==> config.mk <==
export PLATFORM = sky130hd
export DESIGN_NAME = pipe_hazard_ctrl
export DESIGN_NICKNAME = d
export VERILOG_FILES = /design/src/rtl/pipe_hazard_ctrl.sv
export SDC_FILE = /design/constraint.sdc
export NUM_CORES = 1
export LEC_CHECK = 0
export CORE_MARGIN = 2
export CORE_UTILIZATION = 32
export DETAILED_ROUTE_END_ITERATION = 10
export DONT_BUFFER_PORTS = 1
export HOLD_SLACK_MARGIN = 0.06
export SLEW_MARGIN = 20
export SYNTH_ARGS = -nofsm -noshare
export SYNTH_HDL_FRONTEND = slang
export SYNTH_SLANG_ARGS = --single-unit
==> constraint.sdc <==
create_clock -name clk -period 2.5 [get_ports clk]
set_input_delay 0 -clock clk [delete_from_list [all_inputs] [get_ports clk]]
set_output_delay 0 -clock clk [all_outputs]
set_load 0.01 [all_outputs]
==> src/rtl/pipe_hazard_ctrl.sv <==
// pipe_hazard_ctrl: stall, flush and forwarding control for a 5-stage pipe
// with dmem wait-state tracking, timeout trap and performance counters.
module pipe_hazard_ctrl #(
   parameter int TIMEOUT = 255,
   parameter int CNT_W   = 16
) (
   input  logic             clk,
   input  logic             reset,
   input  logic [4:0]       id_rs1,
   input  logic [4:0]       id_rs2,
   input  logic             id_use1,
   input  logic             id_use2,
   input  logic [4:0]       ex_rs1,
   input  logic [4:0]       ex_rs2,
   input  logic [4:0]       ex_rd,
   input  logic             ex_mem_read,
   input  logic             ex_br_taken,
   input  logic [4:0]       mem_rd,
   input  logic             mem_reg_write,
   input  logic [4:0]       wb_rd,
   input  logic             wb_reg_write,
   input  logic             dmem_req,
   input  logic             dmem_ack,
   output logic             pc_en,
   output logic             if_id_en,
   output logic             id_ex_en,
   output logic             ex_mem_en,
   output logic             if_id_flush,
   output logic             id_ex_flush,
   output logic             mem_wb_flush,
   output logic [1:0]       fwd_a,
   output logic [1:0]       fwd_b,
   output logic [1:0]       state,
   output logic             err,
   output logic [CNT_W-1:0] stall_cnt,
   output logic [CNT_W-1:0] flush_cnt
);

   localparam int WW = (TIMEOUT < 2) ? 1 : $clog2(TIMEOUT + 1);

   typedef enum logic [1:0] {
      RUN   = 2'b00,
      MWAIT = 2'b01,
      ERR   = 2'b10
   } state_t;

   state_t          st;
   logic [WW-1:0]   wcnt;
   logic            in_err;
   logic            freeze;
   logic            hit1;
   logic            hit2;
   logic            lu;
   logic            br_fl;
   logic            lu_st;

   assign state  = st;
   assign in_err = (st == ERR);
   assign freeze = dmem_req & ~dmem_ack & ~in_err;

   assign hit1  = id_use1 & (id_rs1 == ex_rd);
   assign hit2  = id_use2 & (id_rs2 == ex_rd);
   assign lu    = ex_mem_read & (ex_rd != 5'd0) & (hit1 | hit2);
   assign br_fl = ex_br_taken & ~freeze & ~in_err;
   assign lu_st = lu & ~ex_br_taken & ~freeze & ~in_err;

   // MEM result is younger than WB, so it wins
   assign fwd_a =
      (mem_reg_write && mem_rd != 5'd0 && mem_rd == ex_rs1) ? 2'b10 :
      (wb_reg_write && wb_rd != 5'd0 && wb_rd == ex_rs1)    ? 2'b01 :
                                                              2'b00;
   assign fwd_b =
      (mem_reg_write && mem_rd != 5'd0 && mem_rd == ex_rs2) ? 2'b10 :
      (wb_reg_write && wb_rd != 5'd0 && wb_rd == ex_rs2)    ? 2'b01 :
                                                              2'b00;

   always_comb begin
      pc_en        = 1'b1;
      if_id_en     = 1'b1;
      id_ex_en     = 1'b1;
      ex_mem_en    = 1'b1;
      if_id_flush  = 1'b0;
      id_ex_flush  = 1'b0;
      mem_wb_flush = 1'b0;
      unique case (1'b1)
         in_err: begin
            pc_en        = 1'b0;
            if_id_en     = 1'b0;
            id_ex_en     = 1'b0;
            ex_mem_en    = 1'b0;
            if_id_flush  = 1'b1;
            id_ex_flush  = 1'b1;
            mem_wb_flush = 1'b1;
         end
         freeze: begin
            pc_en        = 1'b0;
            if_id_en     = 1'b0;
            id_ex_en     = 1'b0;
            ex_mem_en    = 1'b0;
            mem_wb_flush = 1'b1;
         end
         br_fl: begin
            if_id_flush = 1'b1;
            id_ex_flush = 1'b1;
         end
         lu_st: begin
            pc_en       = 1'b0;
            if_id_en    = 1'b0;
            id_ex_flush = 1'b1;
         end
         default: ;
      endcase
   end

   always_ff @(posedge clk or negedge reset) begin
      if (!reset) begin
         st        <= RUN;
         wcnt      <= '0;
         err       <= 1'b0;
         stall_cnt <= '0;
         flush_cnt <= '0;
      end else begin
         unique case (st)
            RUN: begin
               if (freeze) begin
                  st   <= MWAIT;
                  wcnt <= WW'(1);
               end
            end
            MWAIT: begin
               if (dmem_ack) begin
                  st   <= RUN;
                  wcnt <= '0;
               end else if (wcnt == WW'(TIMEOUT)) begin
                  st  <= ERR;
                  err <= 1'b1;
               end else if (freeze) begin
                  wcnt <= wcnt + WW'(1);
               end else begin
                  // request withdrawn without ack: nothing left to wait for
                  st   <= RUN;
                  wcnt <= '0;
               end
            end
            ERR: ;
            default: st <= ERR;
         endcase
         if ((freeze || lu_st) && stall_cnt != {CNT_W{1'b1}})
            stall_cnt <= stall_cnt + CNT_W'(1);
         if (br_fl && flush_cnt != {CNT_W{1'b1}})
            flush_cnt <= flush_cnt + CNT_W'(1);
      end
   end

endmodule

==> results of run 1 <==
==> repair_timing <==
item,CTS,global route
resized for setup,0,0
hold buffers,3,0
hold endpoints to repair,47,0
==> cell usage in the layout, fill, tap and decap left out, types with 5 or more instances in the layout <==
cell type | Yosys | layout
dfrtp_1 | 43 | 43
xor2_1 | 38 | 38
nand2_1 | 35 | 35
xnor2_1 | 20 | 20
nand3_1 | 16 | 16
o21ai_0 | 13 | 13
and3_1 | 11 | 11
nor2_1 | 11 | 11
nor4_1 | 8 | 8
a211oi_2 | 7 | 7
a21oi_1 | 6 | 6
or4_1 | 5 | 5
nand4_1 | 5 | 5
clkbuf_8 | 0 | 5
==> power groups by stage <==
stage | Sequential (W) | Clock (W) | Combinational, W
2_1_floorplan | 0.000962 | 0 | 0.000221
3_3_place_gp | 0.00101 | 0 | 0.000248
3_5_place_dp | 0.00100 | 0 | 0.000257
4_1_cts | 0.000991 | 0.000565 | 0.000277
5_1_grt | 0.00101 | 0.000590 | 0.000320
6_report | 0.000990 | 0.000544 | 0.000272
==> worst max-delay path, delay by kind of cell, from the launching register on <==
| kind | cells | cell delay (ns) |
|---|---|---|
| flops | 1 | 0.48 |
| compound gates | 2 | 0.61 |
| simple gates | 3 | 0.61 |
| mux | 1 | 0.36 |
==> metrics by stage <==
stage / power, W / instances / cell area [um2] / utilization
floorplan: 0.001184 / 262 / 2599 / -
global route: 0.001925 / 373 / 2870 / 0.3676
global placement: 0.001253 / 362 / 2710 / 0.3471
detailed placement: 0.001259 / 362 / 2710 / 0.3471
finish: 0.001806 / 373 / 2870 / 0.3676
CTS: 0.001833 / 373 / 2870 / 0.3676
==> cell families (layout without fill, tap and decap cells) <==
group	count (synthesis)	in the layout	share of synthesized area
compound gates	37	37	0.1213
xor+xnor	58	58	0.1955
fa+ha+maj	3	3	0.01445
buf+inv	8	17	0.01781
flops	43	43	0.4141
mux	5	5	0.02118
simple gates	108	108	0.2157
==> flip-flops by register name (all words and copies together), names as in the netlist <==
signal / flops
state: 2
wcnt: 8
err: 1
stall_cnt: 16
flush_cnt: 16
==> path summary, 6_finish.rpt <==
check | startpoint | endpoint | slack, ns
worst max register to register | state[1] | stall_cnt[14] | 0.34
min in group asynchronous | reset | stall_cnt[14] | 0.21
worst max-delay path | state[1] | stall_cnt[14] | 0.34
worst min register to register | wcnt[3] | wcnt[3] | 0.51
max in group asynchronous | reset | stall_cnt[9] | 2.09
worst min-delay path | ex_br_taken | flush_cnt[3] | 0.10
==> metal layers <==
metal / up-vias / GRT usage / share of wire
met5: - / 0 / 0
met2: 78 / 0.2238 / 0.48
met1: 887 / 0.1453 / 0.42
li1: 940 / - / -
met3: 2 / 0.04334 / 0.091
met4: 0 / 0.03261 / 0.0053
==> cell type report <==
| cell class | count | area (um2) |
|---|---|---|
| fillers | 785 | 4937 |
| clock buffers | 5 | 68.82 |
| multi-input cells | 211 | 1476 |
| well taps | 102 | 127.6 |
| repair buffers | 5 | 62.56 |
| clock inverters | 3 | 43.79 |
| inverters | 4 | 15.01 |
| flip-flops and latches | 43 | 1076 |
==> results.json, run 1 <==
{
  "crit_chain": "or2b_4 > nand2_2 > nor3b_2 > o221ai_4 > a211oi_1 > mux2_2",
  "grt_pass1_vias": 1885,
  "via_count": 1907,
  "cts_tree": "yes",
  "cts_num_sinks": 43,
  "setup_violations": 0,
  "arrival_ns": 2.35,
  "synth_seq_cells": 43,
  "root_buffer": "clkbuf_8",
  "yosysSeqAreaShare": 0.4141,
  "r2r_cells": 6,
  "synth_warnings": 0,
  "chipWidth_um": 94.12,
  "rsz0062_at_grt": "no",
  "ys_dominant_reg_cell": "dfrtp_1",
  "path_class": "flip-flop to flip-flop",
  "min_period_ns": 2.164,
  "tightest_slew_ns": 0.7023,
  "slew_headroom": 0.5275,
  "power.switching_w": 0.0005733,
  "cp_data_required_time_ns": 2.69,
  "syn_inst": 262,
  "avgViaCountPerCell": 5.113,
  "start_kind": "flip-flop",
  "hold_ws_ns": 0.1042,
  "synth_fp_nets": 310,
  "place_congestion": 0.8336,
  "switching_share": 0.3175,
  "grt_pass1_wl_um": 8790,
  "drt-total-wl_um": 5492,
  "synth_top_cell_by_area": "dfrtp_1",
  "start_util": 0.3329,
  "port_buffers": 0,
  "area_delta_synth_final_pct": 10.45,
  "skew_ns": 0.01101,
  "post-place-ws_ns": 0.3186,
  "power_frac_comb": 0.151,
  "route.detailed.drc": 0,
  "netlist_area_um2": 2599,
  "internal-power_w": 0.001232,
  "ios": 91,
  "clock.fmax_mhz": 462.2,
  "grtUsageTotal": 0.1264,
  "worst_path_max_delay_cell": "dfrtp_1",
  "synth_cell_types": 38,
  "overflow": 0,
  "synth_async_sr_flop_share": 1.000,
  "drive_above_1_share": 0.1144,
  "dp_hpwl_um": 4248,
  "worstHoldPathCells": 4,
  "vdd_drop_max_uv": 337.6,
  "holdCritPathClass": "primary input to flip-flop",
  "numCtsBuffers": 5,
  "nets": 318,
  "clockBufferDepth": 2,
  "power_density_nw_per_um2": 629.1,
  "synth_common_cells": "dfrtp_1 (43), xor2_1 (38), nand2_1 (35)",
  "wl_per_cell_um": 14.72,
  "period_share": 0.8655,
  "p_seq_frac": 0.548,
  "clock_latency_ns": 0.29,
  "cts.repair_timing.setup_buffer_count": 0,
  "synth_top_area_share": 0.4141,
  "num_rows": 32,
  "hold_viol": 0,
  "outcome": "completed",
  "core_region_area_um2": 7807,
  "synth_most_common_cell": "dfrtp_1",
  "finalWorstSetupSlack_ns": 0.3363,
  "postRouteAntennaNets": 0,
  "antennaDiodeCount": 0,
  "cp_slowest_stage_delay_ns": 0.48,
  "cts.clk_slew.worst_paths_ns": 0.09,
  "finalSetupTns_ns": 0,
  "endpoint_kind": "flip-flop",
  "grt_max_degree": 44,
  "drt_iter0_drc": 103,
  "synth_edf_count": 0,
  "die_y_um": 94.12,
  "power.leakage_nw": 1.215,
  "finalMaxSlewViolations": 0,
  "ys_top_cells_by_area": "dfrtp_1 (41%), xor2_1 (13%), xnor2_1 (6.7%)",
  "critPathMaxFanout": 17,
  "dieArea_um2": 8858,
  "firstDrtPassIters": 4,
  "antenna_found_initial": 0,
  "clockPowerShare": 0.301,
  "cts_max_level": 2,
  "syn_area_per_cell_um2": 9.919,
  "cap_violations": 0
}
Power figures use the tool's default switching activity.
==> run 2: changes to the inputs <==
- PLACE_DENSITY: not set -> 0.44
==> run 2 against run 1 <==
Compared with the run above:
- cell count increased by 0.27%
- sequential power about the same
- clock skew increased by 0.0022 ns
- clock-buffer cell count unchanged
- non-clock buffer count increased by 2
- critical path depth unchanged
- global-route usage increased by 0.81 points
- flip-flop and latch count unchanged
- first-iteration DRC count decreased by 54%
- total power about the same
- critical path type unchanged
==> results.json, run 2 (same netlist as run 1, synthesis figures left out) <==
{
  "outcome": "completed",
  "clock.fmax_mhz": 474.7,
  "worst_path_max_delay_cell": "nor4_1",
  "grt_max_degree": 44,
  "hold_viol": 0,
  "root_buffer": "clkbuf_8",
  "period_share": 0.8426,
  "grt_use_met3": 0.04735,
  "path_buf_inv": 0,
  "cp_slowest_stage_delay_ns": 0.51,
  "worstHoldEndpoint": "wcnt[5]",
  "cts.repair_timing.setup_buffer_count": 0,
  "power.leakage_nw": 1.218,
  "drive_above_1_share": 0.1176,
  "met1_usage": 0.1803,
  "r2r-end": "flush_cnt[13]",
  "firstDrtPassIters": 4,
  "crit_chain": "and4_1 > and3_1 > nand2_1 > nor4_1 > nand3_1 > xnor2_1",
  "drt-total-wl_um": 5679,
  "arrival_ns": 2.28,
  "nFillCells": 799,
  "use_met2": 0.2077,
  "ios": 91,
  "chipWidth_um": 94.12,
  "grtUsageTotal": 0.1346,
  "cts_num_sinks": 43,
  "rsz0062_at_grt": "no",
  "start_kind": "flip-flop",
  "grt_pass1_wl_um": 9508,
  "place_congestion": 0.7409,
  "slew_headroom": 0.5483,
  "hp-start": "dmem_ack",
  "area_delta_synth_final_pct": 10.78,
  "port_buffers": 0,
  "antennaDiodeCount": 0,
  "route.detailed.drc": 0,
  "overflow": 0,
  "final-instance-count-excl-fill": 374,
  "drt_iter0_drc": 47,
  "holdCritPathClass": "primary input to flip-flop",
  "layout_common_cells": "dfrtp_1 (43), xor2_1 (38), nand2_1 (35)",
  "power_density_nw_per_um2": 627.6,
  "min_period_ns": 2.106,
  "crit_family": "simple AND/OR/NAND/NOR gates",
  "clockBufferDepth": 2,
  "reg2reg_from": "flush_cnt[4]",
  "endpoint_kind": "flip-flop",
  "core_region_area_um2": 7807,
  "start_util": 0.3329,
  "place_inst": 364,
  "finalMaxSlewViolations": 0,
  "clock_latency_ns": 0.30,
  "r2r_cells": 6,
  "die_y_um": 94.12,
  "skew_ns": 0.01319,
  "numCtsBuffers": 5,
  "tightest_slew_ns": 0.6759,
  "setup_violations": 0,
  "antenna_found_initial": 0,
  "cts_max_level": 2,
  "worstHoldPathCells": 4,
  "finalSetupTns_ns": 0,
  "vdd_drop_max_uv": 269.9,
  "cap_violations": 0,
  "postRouteAntennaNets": 0,
  "grt_pass1_vias": 1917,
  "largest_registers": "flush_cnt: 16 flops, stall_cnt: 16 flops, wcnt: 8 flops",
  "dieArea_um2": 8858,
  "cts_tree": "yes",
  "wl_per_cell_um": 15.18,
  "reg2reg_slack_ns": 0.39,
  "num_rows": 32,
  "dp_hpwl_um": 4327,
  "busiest_layer": "met2",
  "cp_data_required_time_ns": 2.67,
  "cts.clk_slew.worst_paths_ns": 0.08,
  "path_class": "flip-flop to flip-flop",
  "critPathMaxFanout": 6,
  "final_util": 0.3688,
  "via_count": 1870,
  "nets": 320,
  "final_common_cell": "dfrtp_1",
  "avgViaCountPerCell": 5.000
}
run 2: cell count changes in the layout (fill, tap and decap cells not counted), sizes merged:
cell / delta
buf: +2
clkinv: -2
clkinvlp: +1
run 2: metal layers:
metal / share of wire / vias up
li1: - / 942
met1: 0.46 / 872
met2: 0.46 / 51
met3: 0.073 / 5
met4: 0.0069 / 0
met5: 0 / -
run 2: layout make-up:
type                            count  area, um2  share of cell area
Clock inverter                      2      37.54             0.01304
Timing Repair Buffer                7      77.57             0.02694
Inverter                            4      15.01            0.005215
Tap cell                          102      127.6             0.04433
Sequential cell                    43       1076              0.3738
Multi-Input combinational cell    211       1476              0.5128
Clock buffer                        5      68.82             0.02390
run 2: worst max path at each step:
stage,start,endpoint,cells past startpoint
after floorplan,state[1],stall_cnt[14],6
after global placement,flush_cnt[4],flush_cnt[13],6
after detailed placement,flush_cnt[4],flush_cnt[15],6
after CTS,flush_cnt[4],flush_cnt[13],6
after global routing,flush_cnt[4],flush_cnt[13],6
final,flush_cnt[4],flush_cnt[13],6
run 2: worst reg2reg max path, cell delays in order (launching register included):
cell and delay, ns:
dfrtp_1 0.49, and4_1 0.28, and3_1 0.30, nand2_1 0.09, nor4_1 0.51, nand3_1 0.17, xnor2_1 0.15
run 2: power by group:
group          switching, W  internal, W  leakage [nW]
sequential         0.000198     0.000794         0.576
clock              0.000247     0.000292        0.0502
combinational      0.000135     0.000141         0.592
run 2: stage by stage:
stage | power (W) | setup slack (ns) | area, um2 | hold slack, ns
6_report | 0.001807 | 0.3936 | 2879 | 0.06625
5_1_grt | 0.001940 | 0.09073 | 2879 | 0.08743
4_1_cts | 0.001851 | 0.3585 | 2879 | 0.06894
3_5_place_dp | 0.001268 | 0.3988 | 2725 | -0.2944
3_3_place_gp | 0.001267 | 0.3976 | 2725 | -0.2946
2_1_floorplan | 0.001184 | 0.5914 | 2599 | -0.2956
run 2: repair_timing:
action                     in CTS  in global routing
hold buffers                    3                  0
resized for setup               0                  0
hold endpoints to repair       45                  0
setup endpoints to repair       0                  0
==> run 3: changes to the inputs <==
- PLACE_DENSITY: 0.44 -> 0.45
- clock period: 2.5 -> 1.89 ns (I/O delays scaled with it)
==> run 3 against run 2 <==
Compared with the run above:
- register-to-register slack worse by 0.30 ns
- clock skew is 0.0040 ns lower
- routed wire length up 9.3%
- largest power group unchanged
- critical path depth unchanged
- hold slack about the same
- setup slack worse by 0.32 ns
- total power is 52% higher
- largest cell class unchanged
- critical endpoint is now pc_en
==> results.json, run 3 (same netlist as run 1, synthesis figures left out) <==
{
  "largest_registers": "flush_cnt: 16 flops, stall_cnt: 16 flops, wcnt: 8 flops",
  "clock.fmax_mhz": 549.5,
  "clockBufferDepth": 2,
  "slew_headroom": 0.5413,
  "area_delta_synth_final_pct": 25.28,
  "vdd_drop_max_uv": 430.3,
  "cts_tree": "yes",
  "r2r_cells": 6,
  "finalWorstSetupSlack_ns": 0.07003,
  "path_class": "flip-flop to output port",
  "cts_num_sinks": 43,
  "arrival_ns": 1.82,
  "holdCritPathClass": "primary input to flip-flop",
  "nets": 362,
  "port_buffers": 0,
  "chipWidth_um": 94.12,
  "final-instance-count-excl-fill": 417,
  "grt_max_degree": 44,
  "layout_common_cells": "buf_4 (46), dfrtp_1 (43), xor2_1 (38)",
  "final_util": 0.4170,
  "place_congestion": 0.7783,
  "start_util": 0.3329,
  "root_buffer": "clkbuf_8",
  "firstDrtPassIters": 4,
  "layout.area.seq_um2": 1076,
  "ios": 91,
  "skew_ns": 0.009185,
  "via_count": 2067,
  "crit_chain": "or2b_4 > nand2_2 > nor3b_4 > o221ai_4 > buf_4 > and2_1",
  "clock_latency_ns": 0.29,
  "grtUsageTotal": 0.1422,
  "final_common_cell": "buf_4",
  "core_region_area_um2": 7807,
  "antenna_found_initial": 0,
  "avgViaCountPerCell": 4.957,
  "die_y_um": 94.12,
  "postRouteAntennaNets": 0,
  "antennaDiodeCount": 0,
  "drt-total-wl_um": 6207,
  "rsz0062_at_grt": "yes",
  "cp_data_required_time_ns": 1.89,
  "endpoint_kind": "output port",
  "place_inst": 405,
  "wl_per_cell_um": 14.88,
  "num_rows": 32,
  "grt_pass1_vias": 2142,
  "cap_violations": 0,
  "drive_above_1_share": 0.2508,
  "finalSetupTns_ns": 0,
  "tightest_slew_ns": 0.6818,
  "min_period_ns": 1.820,
  "power.leakage_nw": 1.445,
  "grt_pass1_wl_um": 10090,
  "critPathMaxFanout": 11,
  "dieArea_um2": 8858,
  "worstHoldPathCells": 4,
  "post-place-ws_ns": 0.005045,
  "worst_path_max_delay_cell": "dfrtp_1",
  "finalMaxSlewViolations": 0,
  "multi_input_area_um2": 1511,
  "setup_violations": 0,
  "route.detailed.drc": 0,
  "power.total_w": 0.002748,
  "start_kind": "flip-flop",
  "nFillCells": 791,
  "outcome": "completed",
  "cts.clk_slew.worst_paths_ns": 0.08,
  "drt_iter0_drc": 28,
  "hold_viol": 0,
  "numCtsBuffers": 5,
  "dp_hpwl_um": 4824,
  "power_density_nw_per_um2": 844.1,
  "period_share": 0.9629,
  "cts_max_level": 2,
  "overflow": 0,
  "cp_slowest_stage_delay_ns": 0.38
}
## run 3: path summary, 6_finish.rpt
kind                          start             to  slack (ns)
max reg2reg                state[1]  stall_cnt[14]        0.09
min in group asynchronous     reset  stall_cnt[13]        0.20
min                        dmem_ack        wcnt[5]        0.07
max                        state[1]          pc_en        0.07
min reg2reg                 wcnt[7]        wcnt[7]        0.51
max in group asynchronous     reset   flush_cnt[2]        1.48
## run 3: where the power goes
group          internal [W]  switching (W)  total [W]
Clock              0.000529       0.000324   0.000853
Sequential          0.00105      0.0000745    0.00113
Combinational      0.000356       0.000413   0.000769
## run 3: layout make-up
type / count / area share
Clock buffer: 6 / 0.02229
Tap cell: 102 / 0.03920
Timing Repair Buffer: 49 / 0.1207
Inverter: 4 / 0.004612
Multi-Input combinational cell: 211 / 0.4643
Sequential cell: 43 / 0.3305
Clock inverter: 2 / 0.01845
## run 3: metal layers
metal / wire [um] / vias to the layer above / part of all wire / global-route usage
li1: - / 1024 / - / -
met1: 2773 / 992 / 0.45 / 0.1824
met2: 2979 / 46 / 0.48 / 0.2405
met3: 413 / 5 / 0.067 / 0.04093
met4: 40 / 0 / 0.0064 / 0.02536
met5: 0 / - / 0 / 0
## run 3: metrics by stage
step / cell area (um2) / hold WS (ns)
finish: 3256 / 0.06646
global route: 3256 / 0.1257
CTS: 3213 / 0.06089
detailed placement: 3033 / -0.2943
global placement: 3033 / -0.2944
floorplan: 2599 / -0.2956
## run 3: worst max-delay path: cells and delay by family, from the launching register on
| kind | cells | cell delay, ns |
|---|---|---|
| compound gates | 1 | 0.23 |
| flops | 1 | 0.38 |
| simple gates | 4 | 0.71 |
| buf+inv | 1 | 0.21 |
## run 3: timing repair
action,4_1_cts,5_1_grt
endpoints found under the hold margin,45,0
buffers inserted,0,1
gates resized for setup,0,7
setup endpoints to repair,0,17
hold buffers,3,0
